[src/rtl/matmul_job_arbiter.sv]
// Shares one matrix_multiply engine among NUM_REQ requesters: round-robin acceptance,
// dimension check, watchdog-supervised run, and base-relative address translation.
module matmul_job_arbiter #(
  parameter int NUM_REQ        = 4,
  parameter int SIZE_WIDTH     = 3,
  parameter int ADDR_WIDTH     = 32,
  parameter int TIMEOUT_CYCLES = 4096
) (
  input  logic                                              clk,
  input  logic                                              reset,
  input  logic [NUM_REQ-1:0]                                req_valid,
  input  logic [NUM_REQ-1:0][4*SIZE_WIDTH+3*ADDR_WIDTH-1:0] req_desc,
  output logic [NUM_REQ-1:0]                                req_ready,
  output logic [NUM_REQ-1:0]                                rsp_valid,
  output logic [1:0]                                        rsp_code,
  output logic                                              mm_start,
  output logic [2*SIZE_WIDTH-1:0]                           mm_a_size,
  output logic [2*SIZE_WIDTH-1:0]                           mm_b_size,
  input  logic                                              mm_busy,
  input  logic [ADDR_WIDTH-1:0]                             mm_a_address,
  input  logic [ADDR_WIDTH-1:0]                             mm_b_address,
  input  logic [ADDR_WIDTH-1:0]                             mm_c_address,
  input  logic                                              mm_c_write,
  output logic [ADDR_WIDTH-1:0]                             mem_a_address,
  output logic [ADDR_WIDTH-1:0]                             mem_b_address,
  output logic [ADDR_WIDTH-1:0]                             mem_c_address,
  output logic                                              mem_c_write,
  output logic                                              busy
);

  localparam int DESC_W = 4*SIZE_WIDTH + 3*ADDR_WIDTH;
  localparam int GW     = (NUM_REQ > 1) ? $clog2(NUM_REQ) : 1;
  localparam int WD_W   = (TIMEOUT_CYCLES > 1) ? $clog2(TIMEOUT_CYCLES) : 1;
  localparam logic [WD_W-1:0] WD_LAST    = WD_W'(TIMEOUT_CYCLES - 1);
  localparam logic [GW-1:0]   GRANT_INIT = GW'(NUM_REQ - 1);
  localparam logic [1:0] CODE_OK  = 2'b00;
  localparam logic [1:0] CODE_DIM = 2'b01;
  localparam logic [1:0] CODE_TMO = 2'b10;

  typedef enum logic [2:0] {
    ST_IDLE     = 3'd0,
    ST_CHECK    = 3'd1,
    ST_LAUNCH   = 3'd2,
    ST_WAIT_ACK = 3'd3,
    ST_RUN      = 3'd4,
    ST_RESP     = 3'd5
  } state_t;

  state_t              state_r, state_s;
  logic [DESC_W-1:0]   desc_r;
  logic [GW-1:0]       grant_r, last_grant_r, grant_s;
  logic                grant_vld_s;
  logic [WD_W-1:0]     wd_r;
  logic [1:0]          code_r, code_s;
  logic [SIZE_WIDTH-1:0] a_cols_s, b_rows_s;
  logic [ADDR_WIDTH-1:0] a_base_s, b_base_s, c_base_s;
  logic                in_run_s;

  assign a_cols_s = desc_r[2*SIZE_WIDTH-1:SIZE_WIDTH];
  assign b_rows_s = desc_r[3*SIZE_WIDTH-1:2*SIZE_WIDTH];
  assign a_base_s = desc_r[4*SIZE_WIDTH +: ADDR_WIDTH];
  assign b_base_s = desc_r[4*SIZE_WIDTH+ADDR_WIDTH +: ADDR_WIDTH];
  assign c_base_s = desc_r[4*SIZE_WIDTH+2*ADDR_WIDTH +: ADDR_WIDTH];
  assign in_run_s = (state_r == ST_RUN);

  // Round-robin pick: first valid requester after the last one granted
  always_comb begin
    grant_s     = last_grant_r;
    grant_vld_s = 1'b0;
    for (int i = 1; i <= NUM_REQ; i++) begin
      if (!grant_vld_s && req_valid[GW'((int'(last_grant_r) + i) % NUM_REQ)]) begin
        grant_vld_s = 1'b1;
        grant_s     = GW'((int'(last_grant_r) + i) % NUM_REQ);
      end else begin
        grant_vld_s = grant_vld_s;
      end
    end
  end

  // Next-state and response-code selection; the watchdog wins over busy edges
  always_comb begin
    state_s = state_r;
    code_s  = code_r;
    case (state_r)
      ST_IDLE: begin
        if (grant_vld_s) state_s = ST_CHECK;
        else             state_s = ST_IDLE;
      end
      ST_CHECK: begin
        if (a_cols_s != b_rows_s) begin
          state_s = ST_RESP;
          code_s  = CODE_DIM;
        end else begin
          state_s = ST_LAUNCH;
          code_s  = CODE_OK;
        end
      end
      ST_LAUNCH: state_s = ST_WAIT_ACK;
      ST_WAIT_ACK: begin
        if (wd_r == WD_LAST) begin
          state_s = ST_RESP;
          code_s  = CODE_TMO;
        end else if (mm_busy) begin
          state_s = ST_RUN;
        end else begin
          state_s = ST_WAIT_ACK;
        end
      end
      ST_RUN: begin
        if (wd_r == WD_LAST) begin
          state_s = ST_RESP;
          code_s  = CODE_TMO;
        end else if (!mm_busy) begin
          state_s = ST_RESP;
          code_s  = CODE_OK;
        end else begin
          state_s = ST_RUN;
        end
      end
      ST_RESP: state_s = ST_IDLE;
      default: state_s = ST_IDLE;
    endcase
  end

  // State register plus the job latched on acceptance
  always_ff @(posedge clk or negedge reset) begin
    if (!reset) begin
      state_r      <= ST_IDLE;
      code_r       <= CODE_OK;
      desc_r       <= {DESC_W{1'b0}};
      grant_r      <= {GW{1'b0}};
      last_grant_r <= GRANT_INIT;
    end else begin
      state_r <= state_s;
      code_r  <= code_s;
      if (state_r == ST_IDLE && grant_vld_s) begin
        desc_r       <= req_desc[grant_s];
        grant_r      <= grant_s;
        last_grant_r <= grant_s;
      end
    end
  end

  // Watchdog: restarted at launch, counts while waiting on or running the engine
  always_ff @(posedge clk or negedge reset) begin
    if (!reset) begin
      wd_r <= {WD_W{1'b0}};
    end else if (state_r == ST_LAUNCH) begin
      wd_r <= {WD_W{1'b0}};
    end else if (state_r == ST_WAIT_ACK || state_r == ST_RUN) begin
      wd_r <= wd_r + WD_W'(1);
    end else begin
      wd_r <= wd_r;
    end
  end

  // Output decode; req_ready is also gated by reset so nothing is offered while held
  always_comb begin
    req_ready     = {NUM_REQ{1'b0}};
    rsp_valid     = {NUM_REQ{1'b0}};
    rsp_code      = 2'b00;
    mm_start      = 1'b0;
    mm_a_size     = {(2*SIZE_WIDTH){1'b0}};
    mm_b_size     = {(2*SIZE_WIDTH){1'b0}};
    mem_a_address = {ADDR_WIDTH{1'b0}};
    mem_b_address = {ADDR_WIDTH{1'b0}};
    mem_c_address = {ADDR_WIDTH{1'b0}};
    mem_c_write   = 1'b0;
    busy          = 1'b0;
    if (state_r == ST_IDLE) begin
      if (grant_vld_s && reset) req_ready = NUM_REQ'(1) << grant_s;
      else                      req_ready = {NUM_REQ{1'b0}};
    end else begin
      busy      = 1'b1;
      mm_a_size = desc_r[2*SIZE_WIDTH-1:0];
      mm_b_size = desc_r[4*SIZE_WIDTH-1:2*SIZE_WIDTH];
    end
    if (state_r == ST_RESP) begin
      rsp_valid = NUM_REQ'(1) << grant_r;
      rsp_code  = code_r;
    end else begin
      rsp_valid = {NUM_REQ{1'b0}};
    end
    if (state_r == ST_LAUNCH) mm_start = 1'b1;
    else                      mm_start = 1'b0;
    if (in_run_s) begin
      mem_a_address = a_base_s + mm_a_address;
      mem_b_address = b_base_s + mm_b_address;
      mem_c_address = c_base_s + mm_c_address;
      mem_c_write   = mm_c_write;
    end else begin
      mem_c_write   = 1'b0;
    end
  end

endmodule
[config.mk]
export PLATFORM = sky130hd
export DESIGN_NAME = matmul_job_arbiter
export DESIGN_NICKNAME = d
export VERILOG_FILES = /design/src/rtl/matmul_job_arbiter.sv
export SDC_FILE = /design/constraint.sdc
export NUM_CORES = 1
export LEC_CHECK = 0
export ABC_AREA = 1
export BUFFER_PORTS_ARGS = -buffer_cell sky130_fd_sc_hd__buf_2
export CORE_AREA = 2 2 258 260
export DETAILED_ROUTE_END_ITERATION = 16
export DIE_AREA = 0 0 260 262
export GPL_ROUTABILITY_DRIVEN = 0
export HOLD_SLACK_MARGIN = 0.1
export PLACE_DENSITY = 0.54
export SYNTH_ARGS = -nofsm -noshare
export SYNTH_HDL_FRONTEND = slang
export SYNTH_SLANG_ARGS = --single-unit
[constraint.sdc]
create_clock -name clk -period 7.6 [get_ports clk]
set_clock_uncertainty 0.2 [all_clocks]
set_input_delay 1.52 -clock clk [delete_from_list [all_inputs] [get_ports clk]]
set_output_delay 1.52 -clock clk [all_outputs]
set_load 0.02 [all_outputs]
Word level (Yosys, flattened, before mapping). Cells that the tools add are included. W data, S select, Z words.

ROM bits: 0. Register bits: 129. Bits in latches: 0. Memory bits (writable): 0. Word-level logic and storage cells: 91. Output and inout bits: 121. Memories: 0.

Multiply operators: 0. Divide/modulo/power cells: 0. Magnitude comparators: 5. Mux-type cells: 48. Add/subtract/negate cells: 8. Shifts and indexed selects: 2. Equal/unequal tests: 9. Reduce and logical (&&, ||, !) cells: 13. Bitwise gates (word level): 0.

Operator list (number): $bmux W108 S2 (1); $mux W108 (1); $add A32 B32 Y32 (3); $mux W32 (3); $mux W12 (2); $mux W1 (19); $lt A2 B4 Y1 const B (4); $mux W2 (8); $pmux W3 S5 (1); $add A12 B1 Y12 const B (1); $eq A12 B12 Y1 const B (1); $mux W4 (3); $mux W6 (2); $mux W3 (3); $bmux W1 S2 (4); $shl A1 B2 Y4 const A (2); $eq A3 B2 Y1 const B (2); $eq A3 B3 Y1 const B (2); $pmux W2 S3 (1); $logic_and A1 B1 Y1 (5); $add A2 B1 Y2 const B (2); $add A2 B2 Y2 const B (2); $eq A3 B1 Y1 const B (1); $logic_not A1 Y1 (3); other kinds (9) (9).

Longest topological paths before layout.
Depth after elaboration: 17. Gate-level depth with buffers: 16. Mapped depth without buffers: 13.

Worst setup path after synthesis. No wires, ideal clock.

Path type: in2out. From: input port mm_a_address[0]. To: output port mem_a_address[28]. Stages on the path: 12. Required time: 5880 ps. Arrival time: 3240 ps. Setup slack: 2640 ps. Cell sequence: ha_1 > inv_1 > fa_1 > o21ai_0 > nand2_1 > nand2_1 > nand2_1 > nand2_1 > nand3b_1 > nand3_1 > nand2_1 > nor2_1.

Word-level cells in the longest chain between the ends: 2.

Ends and longest elaborated chain: from (decl) (RTL line 20) `input logic [ADDR_WIDTH-1:0] mm_a_address,`; $add A32 B32 Y32 (RTL line 187) `mem_a_address = a_base_s + mm_a_address;`; $mux W32 (RTL line 186) `if (in_run_s) begin`; to (decl) (RTL line 24) `output logic [ADDR_WIDTH-1:0] mem_a_address,`.

Every way passes these cells.

Worst setup path after layout.
From: input port mm_b_address[0]. To: output port mem_b_address[28].

Word-level cells in the longest chain between the ends: 2.

Ends and longest elaborated chain: from (decl) (RTL line 21) `input logic [ADDR_WIDTH-1:0] mm_b_address,`; $add A32 B32 Y32 (RTL line 188) `mem_b_address = b_base_s + mm_b_address;`; $mux W32 (RTL line 186); to (decl) (RTL line 25) `output logic [ADDR_WIDTH-1:0] mem_b_address,`.

Every way passes these cells.

==> metrics.txt <==
antenna violations before repair 20; synth warn 0; Inserted Clock Buffers 17; Worst Hold Depth 2; GRT Util Overall 0.224; CTS tree done; f_max 0.181 GHz; Synth Register Bits between 100 and 150; setup TNS 0 ns; top layer in use met5; cell taking the most area after synthesis nand3_1; post-synthesis cell count 2613; worst setup path class primary input to output pin; largest net degree at the start of global routing just over 90; FILL cells ~7500; clk buf depth 2; PortBufs 656; antenna viol nets, final 0; library cells used by synthesis 40; CTS HTree Levels 4; largest fanout on the critical path 5; mapped cell area about 0.015 sq mm; Worst Reg-to-Reg Cells 12; WL/cell between 15 and 20 um; via count around 20000; Post-CTS Setup Repair Bufs 0; R2R Setup Slk around 3.4 ns; Hold WC Path Type register to register; clock sink total between 100 and 150; share of layout cells above drive strength 1 0.229; Hold Path End code_r[0]$_DFFE_PN0P_; die width around 260 um; outcome finished, final reports clean; final setup fails 0; row count between 90 and 100; global-route wire length before repair ~120000 um; Metal-1 WL roughly 34000 um; sequential share of the synthesized area 0.212; Fin. Hold Viols 0; number of global-route vias before repair approximately 19000; post-CTS sizing 0; Worst setup EP type output pin; Layout area overhead 29.2%; Final Max Tran Viols 0; Worst Max-Slew Pin Slew between 1 and 1.5 ns; Net Count, Synth roughly 3200; full die area just under 0.07 sq mm; CTS Root Cell clkbuf_16; hold buffers post-CTS 0; initial DRC count about 1800; Core Region 0.0653 sq mm; Max VDD drop 0.386 mV; Final Net Count approximately 3800; reg2reg end desc_r[71]$_DFFE_PN0P_; DRC 0; post-synth top area share 0.238; Chip Height 262 um; Slew headroom 0.326; min-delay src code_r[0]$_DFFE_PN0P_; Post-DP HPWL 62500 um; WL met3 a little over 6000 um; Placed Area roughly 0.019 sq mm; Worst-path clk slew 0.07 ns; DR pass1 iterations 5; Post-Syn Area per Cell between 5 and 6 sq um; Startpoint Class primary input; DR vias/cell a little over 5; DR WL met2 between 30000 and 40000 um; worst skew pair latency between 0.4 and 0.5 ns; Max-cap violations 0; design area 0.0197 sq mm; period utilization 0.729; Leak ~0.010 uW; Synth area leaders nand3_1 (24%), dfrtp_1 (21%), nand2_1 (17%), ha_1 (7.7%), a21oi_1 (6.1%); shortest period the worst path allows 5.54 ns; Total Routed Length around 79000 um; WP data required 5.88 ns; worst r2r src last_grant_r[0]$_DFFE_PN1P_; Initial Utilization 0.234; GRT Residual Overflow 0; Pwr Density 546 mW/mm^2; RSZ-0062 raised after global routing false; Worst Path Arrival roughly 3.8 ns; I/O pin count between 600 and 700
==> power breakdown <==
group / leakage, uW / total, uW / switching [uW] / internal [uW]
sequential: 0.00159 / 1330 / 278 / 1050
clock: 0.000280 / 864 / 380 / 484
combinational: 0.00853 / 8560 / 6170 / 2400
total: 0.0104 / 10800 / 6820 / 3930
==> critical path: stages <==
cell	delay [ns]
buf_2	0.08
ha_1	0.15
inv_1	0.05
fa_1	0.40
o21ai_0	0.53
nand2_1	0.10
nand2_1	0.15
nand2_1	0.06
nand2_1	0.16
nand3b_1	0.14
nand3_1	0.10
nand2_1	0.05
nor2_1	0.14
buf_2	0.19
==> metal layers <==
layer  up-vias  global-route usage
met5         -                   0
met4         4              0.0955
met3       149              0.0455
met2       881               0.357
met1      9495               0.294
li1       9961                   -
==> final cells by class <==
type,count,area [sq um],area share
diodes,15,37.5,0.00191
clock buffers,17,425,0.0216
clock inverters,15,159,0.00806
inverters,177,667,0.0338
multi-input cells,2165,10700,0.542
flip-flops and latches,129,3230,0.164
well taps,864,1080,0.0549
repair buffers,674,3420,0.174
==> registers in the layout, indices dropped and copies added (netlist names) <==
name,flops
desc_r,108
wd_r,12
state_r,3
code_r,2
grant_r,2
last_grant_r,2
==> logic make-up (layout without fill, tap and decap cells) <==
kind of cell / after synthesis / count (layout) / share of synthesized area
XOR/XNOR: 12 / 12 / 0.00689
adder cells (fa/ha/maj): 97 / 97 / 0.0811
buffers and inverters: 319 / 883 / 0.0918
AND/OR/NAND/NOR: 1721 / 1721 / 0.494
AO/OA/AOI/OAI: 335 / 335 / 0.114
other: 0 / 15 / 0
flip-flops: 129 / 129 / 0.212
==> per-stage QoR <==
stage	setup WS [ns]	hold WS (ns)	instances	power, uW	utilization
global route	1.86	0.299	4050	11700	0.302
detailed placement	2.10	0.266	4009	9790	0.292
CTS	2.06	0.284	4041	10700	0.301
finish	2.06	0.278	4056	10800	0.302
global placement	2.11	0.265	4009	9790	0.292
floorplan	2.64	0.242	2613	7190	-
==> synth_stat cells (all sizes together) <==
cell,count
nand3,726
nand2,692
nor2,239
a21oi,185
inv,176
dfrtp,127
o21ai,122
buf,98
ha,94
clkbuf,44
nor3,32
nand3b,11
o21bai,9
xnor2,9
nand4,8
o21a,6
a31oi,5
and2,5
nor4,4
fa,3
nand2b,3
xor2,3
a21o,2
dfstp,2
a211oi,1
a21boi,1
a22o,1
clkinv,1
o221ai,1
o22ai,1
o31ai,1
or2,1
==> layout by cell type, fill, tap and decap left out, types with 6 or more instances in the layout <==
cell,n
a21oi_1,185
buf_2,655
buf_4,18
clkbuf_16,17
dfrtp_1,127
diode_2,15
ha_1,94
inv_1,172
nand2_1,683
nand3_1,723
nand3b_1,11
nand4_1,8
nor2_1,238
nor3_1,32
o21a_1,6
o21ai_0,122
o21bai_1,9
xnor2_1,9
==> how the worst max path moves through the flow <==
stage	from	end	depth (start not counted)
floorplan	mm_a_address[0]	mem_a_address[28]	12
global placement	mm_b_address[0]	mem_b_address[28]	14
detailed placement	mm_b_address[0]	mem_b_address[28]	14
CTS	state_r[0]$_DFF_PN0_	mem_b_address[15]	7
global route	mm_b_address[0]	mem_b_address[28]	14
finish	mm_b_address[0]	mem_b_address[28]	14
No activity file was read; power rests on OpenSTA's default activity.
